### config.mk
export PLATFORM = sky130hd
export DESIGN_NAME = fetch_prefetch_buffer_flat
export DESIGN_NICKNAME = d
export VERILOG_FILES = /design/src/rtl/fetch_prefetch_buffer_pkg.sv /design/src/rtl/fetch_prefetch_buffer_if.sv /design/src/rtl/fetch_prefetch_buffer_fifo.sv /design/src/rtl/fetch_prefetch_buffer.sv /design/src/flat_wrapper.sv
export SDC_FILE = /design/constraint.sdc
export NUM_CORES = 1
export LEC_CHECK = 0
export ABC_CLOCK_PERIOD_IN_PS = 3000
export BUFFER_PORTS_ARGS = -buffer_cell sky130_fd_sc_hd__buf_2
export CAP_MARGIN = 25
export CORE_UTILIZATION = 51
export DETAILED_ROUTE_END_ITERATION = 10
export HOLD_SLACK_MARGIN = 0.02
export PLACE_DENSITY = 0.76
export SETUP_SLACK_MARGIN = 0.02
export SLEW_MARGIN = 0
export SYNTH_ARGS = -nofsm -noshare
export SYNTH_HDL_FRONTEND = slang
export SYNTH_SLANG_ARGS = --single-unit
### constraint.sdc
create_clock -name clk -period 3 [get_ports clk]
set_input_delay 0.6 -clock clk [delete_from_list [all_inputs] [get_ports clk]]
set_output_delay 0.6 -clock clk [all_outputs]
set_load 0.005 [all_outputs]
### src/rtl/fetch_prefetch_buffer_pkg.sv
// Shared fetch-stage types: queue entry, decode-facing bundle, NOP encoding.
package fetch_prefetch_buffer_pkg;

    localparam logic [31:0] NOP_INSTRUCTION = 32'h0000_0013;

    typedef struct packed {
        logic [31:0] pc;
        logic [31:0] instruction;
    } fetch_entry_type;

    typedef struct packed {
        logic        valid;
        logic [31:0] pc;
        logic [31:0] instruction;
    } fetch_decode_type;

endpackage

### src/rtl/fetch_prefetch_buffer_if.sv
// Fetch front-end bus: program-memory port, redirect input, decode handshake.
interface fetch_prefetch_buffer_if #(
    parameter int PC_WIDTH        = 32,
    parameter int IMEM_ADDR_WIDTH = 5
);
    logic [IMEM_ADDR_WIDTH-1:0] imem_address;
    logic [31:0]                imem_read_data;
    logic                       redirect_valid;
    logic [PC_WIDTH-1:0]        redirect_pc;
    logic                       out_valid;
    logic                       out_ready;
    logic [PC_WIDTH-1:0]        out_pc;
    logic [31:0]                out_instruction;

    modport master (
        output imem_address,
        input  imem_read_data,
        input  redirect_valid,
        input  redirect_pc,
        output out_valid,
        input  out_ready,
        output out_pc,
        output out_instruction
    );

    modport slave (
        input  imem_address,
        output imem_read_data,
        output redirect_valid,
        output redirect_pc,
        input  out_valid,
        output out_ready,
        input  out_pc,
        input  out_instruction
    );
endinterface

### src/rtl/fetch_prefetch_buffer_fifo.sv
// DEPTH-entry synchronous FIFO of fetch entries with flush; head is registered storage.
module fetch_fifo
    import fetch_prefetch_buffer_pkg::*;
#(
    parameter  int DEPTH = 4,
    localparam int AW    = $clog2(DEPTH),
    localparam int CW    = AW + 1
) (
    input  logic            clk,
    input  logic            reset_n,
    input  logic            flush_i,
    input  logic            push_i,
    input  fetch_entry_type push_data_i,
    input  logic            pop_i,
    output fetch_entry_type head_o,
    output logic [CW-1:0]   count_o
);
    logic [AW-1:0]   wr_ptr_q, wr_ptr_d;
    logic [AW-1:0]   rd_ptr_q, rd_ptr_d;
    logic [CW-1:0]   count_q, count_d;
    logic            do_push, do_pop;
    fetch_entry_type mem_q [DEPTH];

    always_comb begin
        do_push  = push_i && !flush_i;
        do_pop   = pop_i && !flush_i && (count_q != '0);
        wr_ptr_d = wr_ptr_q;
        rd_ptr_d = rd_ptr_q;
        count_d  = count_q;
        if (flush_i) begin
            wr_ptr_d = '0;
            rd_ptr_d = '0;
            count_d  = '0;
        end else begin
            if (do_push) wr_ptr_d = wr_ptr_q + AW'(1);
            if (do_pop)  rd_ptr_d = rd_ptr_q + AW'(1);
            count_d = count_q + CW'(do_push) - CW'(do_pop);
        end
    end

    always_ff @(posedge clk or negedge reset_n) begin
        if (!reset_n) begin
            wr_ptr_q <= '0;
            rd_ptr_q <= '0;
            count_q  <= '0;
        end else begin
            wr_ptr_q <= wr_ptr_d;
            rd_ptr_q <= rd_ptr_d;
            count_q  <= count_d;
        end
    end

    // Storage needs no reset; count gates every read of it.
    always_ff @(posedge clk) begin
        if (do_push) mem_q[wr_ptr_q] <= push_data_i;
    end

    assign head_o  = mem_q[rd_ptr_q];
    assign count_o = count_q;

endmodule

### src/rtl/fetch_prefetch_buffer.sv
// Fetch front end: owns the PC, drives program memory, queues returned words for decode.
module fetch_prefetch_buffer
    import fetch_prefetch_buffer_pkg::*;
#(
    parameter int                PC_WIDTH        = 32,
    parameter int                IMEM_ADDR_WIDTH = 5,
    parameter int                DEPTH           = 4,
    parameter logic [PC_WIDTH-1:0] RESET_PC      = '0
) (
    input logic                   clk,
    input logic                   reset_n,
    fetch_prefetch_buffer_if.master bus
);
    localparam int CW = $clog2(DEPTH) + 1;

    logic [PC_WIDTH-1:0] fetch_pc_q, fetch_pc_d;
    logic [PC_WIDTH-1:0] inflight_pc_q, inflight_pc_d;
    logic                inflight_q, inflight_d;
    logic [CW:0]         occupancy;
    logic                issue;
    logic                redirect;
    logic                out_valid;
    logic                push, pop;
    logic [CW-1:0]       count;
    fetch_entry_type     head;
    fetch_entry_type     push_entry;

    assign redirect = bus.redirect_valid;

    // Credit counts the outstanding read; a same-cycle pop earns nothing.
    always_comb begin
        occupancy = {1'b0, count} + (CW + 1)'(inflight_q);
        issue     = occupancy < (CW + 1)'(DEPTH);
    end

    always_comb begin
        fetch_pc_d    = fetch_pc_q;
        inflight_pc_d = inflight_pc_q;
        inflight_d    = 1'b0;
        if (redirect) begin
            inflight_d    = 1'b1;
            inflight_pc_d = bus.redirect_pc;
            fetch_pc_d    = bus.redirect_pc + PC_WIDTH'(4);
        end else if (issue) begin
            inflight_d    = 1'b1;
            inflight_pc_d = fetch_pc_q;
            fetch_pc_d    = fetch_pc_q + PC_WIDTH'(4);
        end
    end

    always_ff @(posedge clk or negedge reset_n) begin
        if (!reset_n) begin
            fetch_pc_q    <= RESET_PC;
            inflight_pc_q <= RESET_PC;
            inflight_q    <= 1'b0;
        end else begin
            fetch_pc_q    <= fetch_pc_d;
            inflight_pc_q <= inflight_pc_d;
            inflight_q    <= inflight_d;
        end
    end

    assign bus.imem_address = redirect ? bus.redirect_pc[IMEM_ADDR_WIDTH-1:0]
                                       : fetch_pc_q[IMEM_ADDR_WIDTH-1:0];

    assign push       = inflight_q && !redirect;
    assign pop        = out_valid && bus.out_ready && !redirect;
    assign push_entry = '{pc: 32'(inflight_pc_q), instruction: bus.imem_read_data};

    fetch_fifo #(
        .DEPTH(DEPTH)
    ) u_fifo (
        .clk         (clk),
        .reset_n     (reset_n),
        .flush_i     (redirect),
        .push_i      (push),
        .push_data_i (push_entry),
        .pop_i       (pop),
        .head_o      (head),
        .count_o     (count)
    );

    assign out_valid           = (count != '0);
    assign bus.out_valid       = out_valid;
    assign bus.out_pc          = out_valid ? PC_WIDTH'(head.pc) : '0;
    assign bus.out_instruction = out_valid ? head.instruction : NOP_INSTRUCTION;

endmodule

### src/flat_wrapper.sv
// flat-port wrapper written by rule: the top's interface ports become plain ports
module fetch_prefetch_buffer_flat import fetch_prefetch_buffer_pkg::*;
#(
    parameter int                PC_WIDTH        = 32,
    parameter int                IMEM_ADDR_WIDTH = 5,
    parameter int                DEPTH           = 4,
    parameter logic [PC_WIDTH-1:0] RESET_PC      = '0
)
  (clk, reset_n, bus_imem_address, bus_imem_read_data, bus_redirect_valid, bus_redirect_pc, bus_out_valid, bus_out_ready, bus_out_pc, bus_out_instruction);
  fetch_prefetch_buffer_if #(.PC_WIDTH(PC_WIDTH), .IMEM_ADDR_WIDTH(IMEM_ADDR_WIDTH)) bus_i ();
  input logic clk;
  input logic reset_n;
  output wire logic [$bits(bus_i.imem_address)-1:0] bus_imem_address;
  input wire logic [$bits(bus_i.imem_read_data)-1:0] bus_imem_read_data;
  input wire logic [$bits(bus_i.redirect_valid)-1:0] bus_redirect_valid;
  input wire logic [$bits(bus_i.redirect_pc)-1:0] bus_redirect_pc;
  output wire logic [$bits(bus_i.out_valid)-1:0] bus_out_valid;
  input wire logic [$bits(bus_i.out_ready)-1:0] bus_out_ready;
  output wire logic [$bits(bus_i.out_pc)-1:0] bus_out_pc;
  output wire logic [$bits(bus_i.out_instruction)-1:0] bus_out_instruction;
  assign bus_imem_address = bus_i.imem_address;
  assign bus_i.imem_read_data = bus_imem_read_data;
  assign bus_i.redirect_valid = bus_redirect_valid;
  assign bus_i.redirect_pc = bus_redirect_pc;
  assign bus_out_valid = bus_i.out_valid;
  assign bus_i.out_ready = bus_out_ready;
  assign bus_out_pc = bus_i.out_pc;
  assign bus_out_instruction = bus_i.out_instruction;
  fetch_prefetch_buffer #(.PC_WIDTH(PC_WIDTH), .IMEM_ADDR_WIDTH(IMEM_ADDR_WIDTH), .DEPTH(DEPTH), .RESET_PC(RESET_PC)) u_core (.clk(clk), .reset_n(reset_n), .bus(bus_i));
endmodule
# Word-level counts from Yosys, hierarchy flattened
# Memories as Yosys holds them, arrays and structs flattened.
# Cells that the tools add are included.
# Widths: inputs -> output; s select.
# totals
word_cells	42
mem_bits_ro	0
in_bits	68
mem_count	1
ramBits	256
latch_bits	0
output_inout_bits	70
ff_bits	72
# memory_table
memory	depth	word_bits	rd	rd_clocked_by_memory_dff	wr	line_no	source
u_core.u_fifo.mem_q	4	64	1	0	1	fetch_prefetch_buffer_fifo.sv:22	fetch_entry_type mem_q [DEPTH];
# classes
reduce_logical	11
mul	0
n_mux	16
n_addsub	7
bitwise	0
div	0
shifts	0
n_eq_ne	0
n_lt_le_gt_ge	1
# op_table
op	count
$mux 32	6
$add 32x3->32 const B	2
$mux 2	4
$logic_and 1x1->1	6
$reduce_bool 2->1	3
$mux 5	1
$add 2x1->2 const B	2
$add 3x1->4	1
$lt 4x3->1 const B	1
$mux 1	4
$add 3x1->3	1
$mux 3	1
$reduce_bool 3->1	1
$sub 3x1->3	1
$logic_not 1->1	1

# Depth between registers and ports, before layout
# Gate-level depths: netlist of the first run.
# logic_depth
depth_word	7
ltp_mapped	14

# By module
# Synthesis of the first run repeated with hierarchy kept, for this count alone.
# hier_totals
cells_unflattened	875
hier_area_um2	14355.0
# by_module_without_submodules
mod	seq_area_each_um2	n_inst	area_per_inst_um2	cells_each
fetch_fifo	7862.5	1	9724.3	377
fetch_prefetch_buffer	1626.6	1	4630.7	498

# Worst setup path before layout of the first run
# OpenSTA, ideal clock, no wires.
# synth_timing
path_type	input -> register
start	in bus_redirect_valid
end	mem u_core.u_fifo.mem_q[0][0] in the netlist's numbering, enable pin
setup_slack_ns	-0.330
required_ns	2.571
arrival_time_ns	2.901
stages	6
cell_sequence	buf_6 buf_6 buf_4 buf_2 nor2b_1 and2_1
# synth_via
elab_chain_cells	5
# synth_rtl
item	line_no	source
start, declared	flat_wrapper.sv:15	input wire logic [$bits(bus_i.redirect_valid)-1:0] bus_redirect_valid;
$logic_not 1->1 (*)	fetch_prefetch_buffer_fifo.sv:25, fetch_prefetch_buffer.sv:66	
$logic_and 1x1->1	fetch_prefetch_buffer.sv:66	assign push = inflight_q && !redirect;
$logic_and 1x1->1 (*)	fetch_prefetch_buffer_fifo.sv:25	do_push = push_i && !flush_i;
$mux 1 (*)	fetch_prefetch_buffer_fifo.sv:55	if (do_push) mem_q[wr_ptr_q] <= push_data_i;
$mux 1 (implied by the code) (*)	fetch_prefetch_buffer_fifo.sv:55	
end, declared	fetch_prefetch_buffer_fifo.sv:22	
# Mark *: on every way between the ends. The rest lies on a longest branch, timed or not.

# Worst setup path in the final report of the first run
# layout_timing
start	reg u_core.u_fifo.rd_ptr_q[0]
end	out bus_out_pc[10]
# layout_via
elab_chain_cells	2
# layout_rtl
item	line_no	source
start, declared	fetch_prefetch_buffer_fifo.sv:19	logic [AW-1:0] rd_ptr_q, rd_ptr_d;
start signal, assigned	fetch_prefetch_buffer_fifo.sv:48	rd_ptr_q <= rd_ptr_d;
$mem_v2 4x64	-	
$mux 32	fetch_prefetch_buffer.sv:85	assign bus.out_pc = out_valid ? PC_WIDTH'(head.pc) : '0;
end, declared	flat_wrapper.sv:19	output wire logic [$bits(bus_i.out_pc)-1:0] bus_out_pc;
# No other way between the ends.

==> flow_metrics.env, run 1 <==
export IMPL_final_seq_area_sq_mm=0.00949
export IMPL_avgViaCountPerCell=5.66
export IMPL_grt_overflow_total=0
export IMPL_core_area_sq_mm=0.0270
export IMPL_fillers=2027
export IMPL_syn_avg_cell_area_sq_um=16.1
export IMPL_hp_class="in -> async"
export IMPL_crit_fanout=12
export IMPL_peakVddDrop_v=0.000528
export IMPL_path_class="reg -> out"
export IMPL_finalHoldViolations=0
export IMPL_multi_input_area_sq_mm=0.00429
export IMPL_max_stage_delay_ns=0.57
export IMPL_pin_count=138
export IMPL_dr_total_vias=7913
export IMPL_path_cells="buf_4, mux4_2, and2_1, buf_2"
export IMPL_grt_busiest_layer="met2"
export IMPL_dp_cells=1332
export IMPL_worst_pin_slew_ns=0.748
export IMPL_cellPowerDensity_mw_per_mm2=842
export IMPL_finClkSkew_ns=0.0256
export IMPL_grtUsageTotal_pct=20.2
export IMPL_fin_hold_ws_ns=0.157
export IMPL_synthFlopType="edfxtp_1"
export IMPL_final_antenna_net_count=0
export IMPL_antenna_found_initial=0
export IMPL_syn_num_nets=953
export IMPL_crit_buf_inv=2
export IMPL_yosysSeqAreaShare_pct=67.4
export IMPL_die_h_um=168
export IMPL_cp_top_family="flip-flops"
export IMPL_dieArea_sq_mm=0.0283
export IMPL_p_seq_share_pct=44.6
export IMPL_cts_root_buffer_cell="clkbuf_16"
export IMPL_power_frac_comb_pct=25.7
export IMPL_synth_cell_types=43
export IMPL_h_tree_depth=2
export IMPL_grt_pass1_vias=8046
export IMPL_clkSlewWorstSetupHoldPaths_ns=0.06
export IMPL_yosys_warnings=0
export IMPL_cts_hold_buf=0
export IMPL_die_w_um=168
export IMPL_rows=60
export IMPL_slew_viol_final=0
export IMPL_grt_pass1_wl_um=44200
export IMPL_syn_inst=876
export IMPL_drt_iter0_markers=590
export IMPL_period_needed_ns=2.85
export IMPL_r2r_slack_ns=0.72
export IMPL_synth_edf_count=256
export IMPL_p_int_mw=9.98
export IMPL_port_buffers=137
export IMPL_gp_congestion=0.843
export IMPL_clock_latency_ns=0.52
export IMPL_status="finished, final reports clean"
export IMPL_critical_path_startpoint="u_core.u_fifo.rd_ptr_q[0]"
export IMPL_grt_use_met3_pct=3.08
export IMPL_rsz0062_at_grt="no"
export IMPL_grt_max_degree=72
export IMPL_ys_ff_latch=328
export IMPL_worstPathRequired_ns=2.40
export IMPL_first_pass_iters=5
export IMPL_crit_slowest_cell="dfrtp_4"
export IMPL_met2_usage_pct=34.3
export IMPL_drc=0
export IMPL_met1_usage_pct=27.7
export IMPL_end_kind="output port"
export IMPL_clock_sinks=328
export IMPL_slew_headroom_pct=50.1
export IMPL_finalNetCount=1106
export IMPL_dp_hpwl_um=18400
export IMPL_diodes=0
export IMPL_crit_path_start_kind="flip-flop"
export IMPL_switchingPower_mw=3.88
export IMPL_cts_tree="done"
export IMPL_async_reset_ff_share_pct=22.0
export IMPL_p_leak_nw=5.95
export IMPL_fin_setup_tns_ns=0
export IMPL_finalNonFillerCells=1397
export IMPL_clk_path_buf_depth=3
export IMPL_max_clock_freq_mhz=351
export IMPL_final_util_pct=60.9
export IMPL_wire_per_inst_um=19.9
export IMPL_setup_violations=0
export IMPL_r2r_start="u_core.u_fifo.count_o[1]"
export IMPL_drt_wl_total_um=27800
export IMPL_p_clk_share_pct=29.7
export IMPL_critical_path_arrival_ns=2.25
export IMPL_syn_area_sq_mm=0.0141
export IMPL_syn_to_final_growth_pct=17.0
export IMPL_p_sw_share_pct=28.0
export IMPL_period_share_pct=95.0
export IMPL_drive_above_1_share_pct=29.5
export IMPL_maxCapViolations=0
export IMPL_cts_buffers_inserted=36
export IMPL_start_util_pct=52.1
layout make-up:
cell class / instances / share of cell area [%]
well taps: 341 / 2.59
clock inverters: 14 / 0.540
repair buffers: 168 / 6.53
inverters: 14 / 0.319
multi-input cells: 481 / 26.1
clock buffers: 51 / 6.26
flip-flops and latches: 328 / 57.7
layer usage:
metal  part of all wire, %  vias to the layer above
li1                      -                     3611
met1                    43                     4032
met2                    50                      230
met3                   4.9                       40
met4                   1.7                        0
met5                     0                        -
state kept, by name (all words and copies together) (netlist names):
| name | count |
|---|---|
| u_core.fetch_pc_q | 32 |
| u_core.u_fifo.count_o | 3 |
| u_core.inflight_pc_q | 32 |
| u_core.u_fifo.wr_ptr_q | 2 |
| u_core.u_fifo.rd_ptr_q | 2 |
| u_core.inflight_q | 1 |
| u_core.u_fifo.mem_q | 256 |
worst paths after layout:
kind,endpoint,cells past startpoint
max,bus_out_pc[10],4
min,u_core.fetch_pc_q[2],1
max reg2reg,u_core.u_fifo.count_o[2],11
min reg2reg,u_core.fetch_pc_q[0],1
max in group asynchronous,u_core.fetch_pc_q[25],2
min in group clk,u_core.u_fifo.mem_q[3][23],1
cells in the final DEF, fill, tap and decap left out, types with 10 or more instances in the layout:
cell type | Yosys | routed
a21oi_1 | 14 | 14
and2_1 | 69 | 65
clkbuf_1 | 19 | 10
mux4_2 | 64 | 64
nand3_1 | 24 | 24
inv_1 | 13 | 13
mux2i_1 | 46 | 45
nand2_1 | 53 | 53
xnor2_1 | 40 | 40
nor2_1 | 34 | 34
clkbuf_16 | 0 | 38
nand4_1 | 12 | 12
buf_12 | 0 | 12
xor2_1 | 19 | 19
mux2_2 | 10 | 10
o21ai_0 | 34 | 34
buf_2 | 15 | 136
buf_4 | 7 | 19
dfrtp_1 | 72 | 70
edfxtp_1 | 256 | 256
power by group through the flow:
stage / registers, mW / logic, mW / clock network [mW]
floorplan: 6.09 / 2.33 / 0
global placement: 6.21 / 3.59 / 0
detailed placement: 6.28 / 3.65 / 0
CTS: 6.19 / 3.66 / 4.20
global route: 6.25 / 3.92 / 4.36
finish: 6.18 / 3.57 / 4.12
timing repair:
action	CTS	global route
endpoints found under the setup margin	7	1
resized for setup	1	1
buffers inserted	0	0
pin swaps	0	0
cell usage after synthesis (2+ instances only):
master      n  area [sq um]
and3_1      2          12.5
ha_1        8           100
clkbuf_1   19          71.3
buf_1       9          33.8
inv_1      13          48.8
mux2_2     10           113
buf_4       7          52.6
a222oi_1    3          30.0
nor3_1      4          20.0
xnor2_1    40           350
nor3_2      3          30.0
nor2b_1     2          12.5
a22oi_1     4          30.0
o21ai_0    34           170
buf_6       3          33.8
and2_1     69           432
nor2_1     34           128
nand4b_1    8          70.1
edfxtp_1  256          7690
or2_2       4          25.0
xor2_1     19           166
nand2_1    53           199
nand4_1    12          75.1
dfrtp_1    72          1800
a21oi_1    14          70.1
o22ai_1     2          12.5
nand3_1    24           120
nand2b_1    4          25.0
mux4_2     64          1440
mux2i_1    46           460
buf_2      15          75.1
nand3b_1    8          60.1
stage by stage:
step | setup WS, ns | instance area [sq um] | power (mW)
2_1_floorplan | 0.121 | 14100 | 8.41
3_3_place_gp | 0.453 | 15300 | 9.81
3_5_place_dp | 0.359 | 15300 | 9.92
4_1_cts | 0.0385 | 16500 | 14.0
5_1_grt | 0.0299 | 16500 | 14.5
6_report | 0.151 | 16500 | 13.9
cell families after synthesis:
| family | after synthesis | synth area share, % |
|---|---|---|
| flip-flops | 328 | 67.4 |
| AND/OR/NAND/NOR | 231 | 8.92 |
| multiplexers | 120 | 14.3 |
| buffers and inverters | 67 | 2.27 |
| AO/OA/AOI/OAI | 62 | 2.53 |
| XOR/XNOR | 59 | 3.67 |
| adder cells (fa/ha/maj) | 9 | 0.854 |
(Power assumes the default switching activity.)
==> run 2: changes to the inputs <==
Settings changed: RECOVER_POWER set to 100.
==> run 2 against run 1 <==
  * The run now ends with max-capacitance violations, max-slew violations left
  * Utilization is 0.57 points lower
  * Critical path depth stayed put
  * Clock power hardly changed
  * Clock-buffer cell count stayed put
  * Critical path type unchanged
  * Largest power group unchanged
==> flow_metrics.env, run 2 (synthesized netlist as in run 1, its figures left out) <==
export IMPL_pin_count=138
export IMPL_cellPowerDensity_mw_per_mm2=845
export IMPL_port_buffers=137
export IMPL_worst_pin_slew_ns=1.72
export IMPL_largest_register_ffs=256
export IMPL_finalHoldViolations=0
export IMPL_grt_max_degree=72
export IMPL_cts_root_buffer_cell="clkbuf_16"
export IMPL_rows=60
export IMPL_gp_congestion=0.843
export IMPL_violations="max-capacitance violations, max-slew violations"
export IMPL_grtUsageTotal_pct=20.2
export IMPL_finalNetCount=1106
export IMPL_drt_wl_total_um=27800
export IMPL_dieArea_sq_mm=0.0283
export IMPL_path_class="reg -> out"
export IMPL_hp_class="in -> reg"
export IMPL_cts_tree="done"
export IMPL_grt_overflow_total=0
export IMPL_biggestRegsByFlops="u_core.u_fifo.mem_q (256), u_core.fetch_pc_q (32), u_core.inflight_pc_q (32)"
export IMPL_cts_setup_buffers=0
export IMPL_die_w_um=168
export IMPL_dp_hpwl_um=18400
export IMPL_core_area_sq_mm=0.0270
export IMPL_setup_ws_ns=0.146
export IMPL_fin_setup_tns_ns=0
export IMPL_largest_register="u_core.u_fifo.mem_q"
export IMPL_crit_fanout=12
export IMPL_met1_usage_pct=27.7
export IMPL_wire_per_inst_um=19.9
export IMPL_critical_path_arrival_ns=2.25
export IMPL_clock_latency_ns=0.52
export IMPL_slew_headroom_pct=-14.6
export IMPL_end_kind="output port"
export IMPL_final_common_cell="edfxtp_1"
export IMPL_rsz0062_at_grt="no"
export IMPL_grt_busiest_layer="met2"
export IMPL_maxCapViolations=1
export IMPL_worstPathRequired_ns=2.40
export IMPL_clock_sinks=328
export IMPL_status="finished, violations left"
export IMPL_finClkSkew_ns=0.0248
export IMPL_final_cell_mix="edfxtp_1 (256), buf_2 (82), dfrtp_1 (70)"
export IMPL_grt_pass1_vias=8046
export IMPL_dpl_worst_slack_ns=0.359
export IMPL_clkSlewWorstSetupHoldPaths_ns=0.06
export IMPL_drc=0
export IMPL_total_power_mw=13.8
export IMPL_crit_path_start_kind="flip-flop"
export IMPL_met2_usage_pct=34.3
export IMPL_peakVddDrop_v=0.000527
export IMPL_period_share_pct=95.1
export IMPL_grt_pass1_wl_um=44200
export IMPL_grt_use_met3_pct=3.08
export IMPL_first_pass_iters=5
export IMPL_final_antenna_net_count=0
export IMPL_p_leak_nw=5.74
export IMPL_setup_violations=0
export IMPL_max_clock_freq_mhz=350
export IMPL_die_h_um=168
export IMPL_h_tree_depth=2
export IMPL_diodes=0
export IMPL_drt_iter0_markers=505
export IMPL_multi_input_area_sq_mm=0.00426
export IMPL_clk_path_buf_depth=3
export IMPL_final_seq_area_sq_mm=0.00949
export IMPL_fin_hold_ws_ns=0.323
export IMPL_period_needed_ns=2.85
export IMPL_dr_total_vias=7897
export IMPL_syn_to_final_growth_pct=15.9
export IMPL_slew_viol_final=32
export IMPL_avgViaCountPerCell=5.65
export IMPL_antenna_found_initial=0
export IMPL_fillers=2080
export IMPL_start_util_pct=52.1
export IMPL_cts_buffers_inserted=36
export IMPL_drive_above_1_share_pct=23.1
[run 2: changes by cell type in the layout (fill, tap and decap cells not counted), moves of 2 or more]
cell,previous run,this run
buf_12,12,9
clkbuf_2,0,5
buf_6,1,3
clkbuf_1,10,67
nor3_2,4,2
and2_0,0,21
mux2_1,0,3
buf_2,136,82
nor3_1,3,5
mux2_2,10,7
and2_1,65,48
and2_4,4,0
buf_4,19,12
[run 2: critical path, cell delays in order (launching register included)]
cell     delay (ns)
dfrtp_4        0.58
buf_4          0.32
mux4_2         0.53
and2_0         0.18
buf_2          0.15
[run 2: through the flow]
stage	instances	instance area, sq um	utilization (%)
finish	1397	16300	60.3
global route	1397	16300	60.3
CTS	1397	16500	60.9
detailed placement	1332	15300	56.7
global placement	1332	15300	56.7
floorplan	876	14100	-
[run 2: area by class of cell]
type | instances | area share [%]
flip-flops and latches | 328 | 58.2
multi-input cells | 481 | 26.1
clock buffers | 51 | 6.32
inverters | 14 | 0.322
clock inverters | 14 | 0.545
repair buffers | 168 | 5.85
well taps | 341 | 2.62
[run 2: power breakdown]
part | internal, mW | switching [mW]
Sequential | 5.78 | 0.401
Combinational | 1.71 | 1.77
Clock | 2.40 | 1.71
[run 2: repair_timing]
action                                  CTS  global route
resized for setup                         1             1
cloned                                    0             0
hold endpoints to repair                  0             0
endpoints found under the setup margin    7             1
hold buffers                              0             0
[run 2: metal layers]
metal  part of all wire (%)  vias up
met3                    4.6       36
met1                     44     4024
li1                       -     3617
met2                     50      220
met5                      0        -
met4                    1.5        0
[run 2: path summary, 6_finish.rpt]
| kind | from | end | slack [ns] | cells after the start |
|---|---|---|---|---|
| setup / recovery | u_core.u_fifo.rd_ptr_q[0] | bus_out_pc[31] | 0.15 | 4 |
| max in group asynchronous | reset_n | u_core.inflight_pc_q[25] | 0.57 | 2 |
| hold reg to reg | u_core.fetch_pc_q[0] | u_core.fetch_pc_q[0] | 0.50 | 1 |
| hold / removal | bus_redirect_pc[31] | u_core.inflight_pc_q[31] | 0.32 | 3 |
| setup reg to reg | u_core.u_fifo.count_o[1] | u_core.fetch_pc_q[30] | 0.50 | 7 |
| min in group asynchronous | reset_n | u_core.fetch_pc_q[2] | 0.54 | 1 |
==> run 3: changes to the inputs <==
==> constraint.sdc (replaced) <==
create_clock -name clk -period 3 [get_ports clk]
set_input_delay 0.45 -clock clk [delete_from_list [all_inputs] [get_ports clk]]
set_output_delay 0.45 -clock clk [all_outputs]
set_load 0.005 [all_outputs]
==> run 3 against run 2 <==
  * The flow still finishes with violations (max-capacitance violations, max-slew violations)
  * Flip-flop and latch count stayed put
  * Utilization is 0.12 points lower
  * Critical path depth stayed put
  * Hold slack worse by 0.14 ns
  * Maximum frequency is 2.4% higher
  * First-iteration DRC count is 3.0% higher
  * Routed wire length is 2.5% lower
  * Cell area is 0.21% lower
  * Combinational power hardly changed
  * Sequential power hardly changed
  * Highest routed layer unchanged
==> flow_metrics.env, run 3 (synthesized netlist as in run 1, its figures left out) <==
export IMPL_critical_path_arrival_ns=2.34
export IMPL_r2r_slack_ns=0.32
export IMPL_rsz0062_at_grt="no"
export IMPL_min_to="u_core.inflight_pc_q[31]"
export IMPL_multi_input_area_sq_mm=0.00426
export IMPL_finClkSkew_ns=0.0312
export IMPL_grt_overflow_total=0
export IMPL_pin_count=138
export IMPL_end_kind="output port"
export IMPL_timing_rr_end="u_core.u_fifo.mem_q[0][19]"
export IMPL_first_pass_iters=5
export IMPL_r2r_start="u_core.inflight_q"
export IMPL_total_power_mw=13.8
export IMPL_dieArea_sq_mm=0.0283
export IMPL_crit_fanout=20
export IMPL_drt_iter0_markers=520
export IMPL_dr_wl_met2_um=13500
export IMPL_top_layer="met4"
export IMPL_finalHoldViolations=0
export IMPL_max_clock_freq_mhz=359
export IMPL_cts_root_buffer_cell="clkbuf_16"
export IMPL_clk_path_buf_depth=3
export IMPL_status="finished, violations left"
export IMPL_switchingPower_mw=3.82
export IMPL_wl_met1_um=12200
export IMPL_crit_slowest_cell="dfrtp_2"
export IMPL_diodes=0
export IMPL_clock_sinks=328
export IMPL_antenna_found_initial=0
export IMPL_worstPathRequired_ns=2.55
export IMPL_avgViaCountPerCell=5.55
export IMPL_final_cell_mix="edfxtp_1 (256), buf_2 (81), clkbuf_1 (71)"
export IMPL_largest_register="u_core.u_fifo.mem_q"
export IMPL_period_share_pct=92.9
export IMPL_p_leak_nw=5.72
export IMPL_biggestRegsByFlops="u_core.u_fifo.mem_q (256), u_core.fetch_pc_q (32), u_core.inflight_pc_q (32)"
export IMPL_finalNetCount=1106
export IMPL_final_antenna_net_count=0
export IMPL_cts_tree="done"
export IMPL_wire_per_inst_um=19.4
export IMPL_peakVddDrop_v=0.000562
export IMPL_grtUsageTotal_pct=19.6
export IMPL_clkSlewWorstSetupHoldPaths_ns=0.06
export IMPL_dp_hpwl_um=17500
export IMPL_grt_pass1_vias=7922
export IMPL_min_path_cells=3
export IMPL_p_clk_share_pct=29.7
export IMPL_grt_pass1_wl_um=42800
export IMPL_cellPowerDensity_mw_per_mm2=846
export IMPL_p_seq_share_pct=45.0
export IMPL_power_frac_comb_pct=25.3
export IMPL_rows=60
export IMPL_slew_headroom_pct=-18.5
export IMPL_die_w_um=168
export IMPL_largest_register_ffs=256
export IMPL_port_buffers=137
export IMPL_die_h_um=168
export IMPL_reg2reg_depth=3
export IMPL_cts_buffers_inserted=35
export IMPL_p_int_mw=9.95
export IMPL_grt_max_degree=107
export IMPL_path_class="reg -> out"
export IMPL_max_stage_delay_ns=0.71
export IMPL_clock_latency_ns=0.51
export IMPL_maxCapViolations=2
export IMPL_drt_wl_total_um=27100
export IMPL_final_seq_area_sq_mm=0.00949
export IMPL_drc=0
export IMPL_hp_class="in -> reg"
export IMPL_fillers=2080
export IMPL_gp_congestion=0.798
export IMPL_min_from="bus_redirect_pc[31]"
export IMPL_final_common_cell="edfxtp_1"
export IMPL_path_cells="clkbuf_2, mux4_2, or2_2, buf_2"
export IMPL_start_util_pct=52.1
export IMPL_fin_setup_tns_ns=0
export IMPL_met3WireLength_um=1030
export IMPL_core_area_sq_mm=0.0270
export IMPL_worst_pin_slew_ns=1.78
export IMPL_h_tree_depth=2
export IMPL_crit_path_start_kind="flip-flop"
export IMPL_syn_to_final_growth_pct=15.6
export IMPL_slew_viol_final=88
export IMPL_p_sw_share_pct=27.7
export IMPL_setup_violations=0
export IMPL_dr_total_vias=7739
export IMPL_period_needed_ns=2.79
export IMPL_violations="max-capacitance violations, max-slew violations"
export IMPL_drive_above_1_share_pct=22.7
==> run 3: area by class of cell <==
class,instances,area share (%)
Tap cell,341,2.62
Timing Repair Buffer,169,5.84
Inverter,14,0.323
Sequential cell,328,58.4
Multi-Input combinational cell,481,26.2
Clock buffer,48,5.74
Clock inverter,14,0.931
==> run 3: how the worst max path moves through the flow <==
stage,slack (ns),end,from
detailed placement,0.43,u_core.fetch_pc_q[25],bus_redirect_valid
floorplan,0.17,u_core.u_fifo.count_o[2],bus_redirect_valid
global placement,0.52,u_core.fetch_pc_q[31],bus_redirect_valid
global route,0.08,u_core.u_fifo.rd_ptr_q[0],reset_n
finish,0.21,bus_out_instruction[1],u_core.u_fifo.rd_ptr_q[1]
CTS,0.08,bus_out_instruction[28],u_core.u_fifo.rd_ptr_q[0]
==> run 3: worst max-delay path: cells and delay by family (launching register included) <==
kind          cells  cell delay [ns]
flops             1             0.71
mux               1             0.32
simple gates      1             0.30
buf+inv           2             0.48
==> run 3: timing repair <==
item                                    CTS  global route
setup buffers                             0             1
hold endpoints to repair                  0             4
endpoints found under the setup margin    0            10
hold buffers                              0             1
resized for setup                         0             0
==> run 3: power groups by stage <==
stage	logic (mW)	registers (mW)	clock network, mW
after CTS	3.60	6.22	4.16
after detailed placement	3.59	6.31	0
after global placement	3.54	6.27	0
after global routing	3.84	6.27	4.35
after floorplan	2.33	6.09	0
final	3.48	6.19	4.09
==> run 3: layer usage <==
metal  vias up  GRT usage (%)
met5         -              0
met4         0           5.45
met1      3890           26.9
li1       3617              -
met3        28           3.08
met2       204           32.8
==> run 3: stage by stage <==
stage	hold WS, ns	area [sq um]	cells	worst slack (ns)	util [%]
after floorplan	0.154	14100	876	0.166	-
after global placement	0.486	15300	1330	0.520	56.5
after detailed placement	0.494	15300	1330	0.426	56.5
after CTS	0.122	16400	1392	0.0803	60.6
after global routing	0.190	16300	1395	0.0837	60.2
final	0.184	16300	1395	0.213	60.2
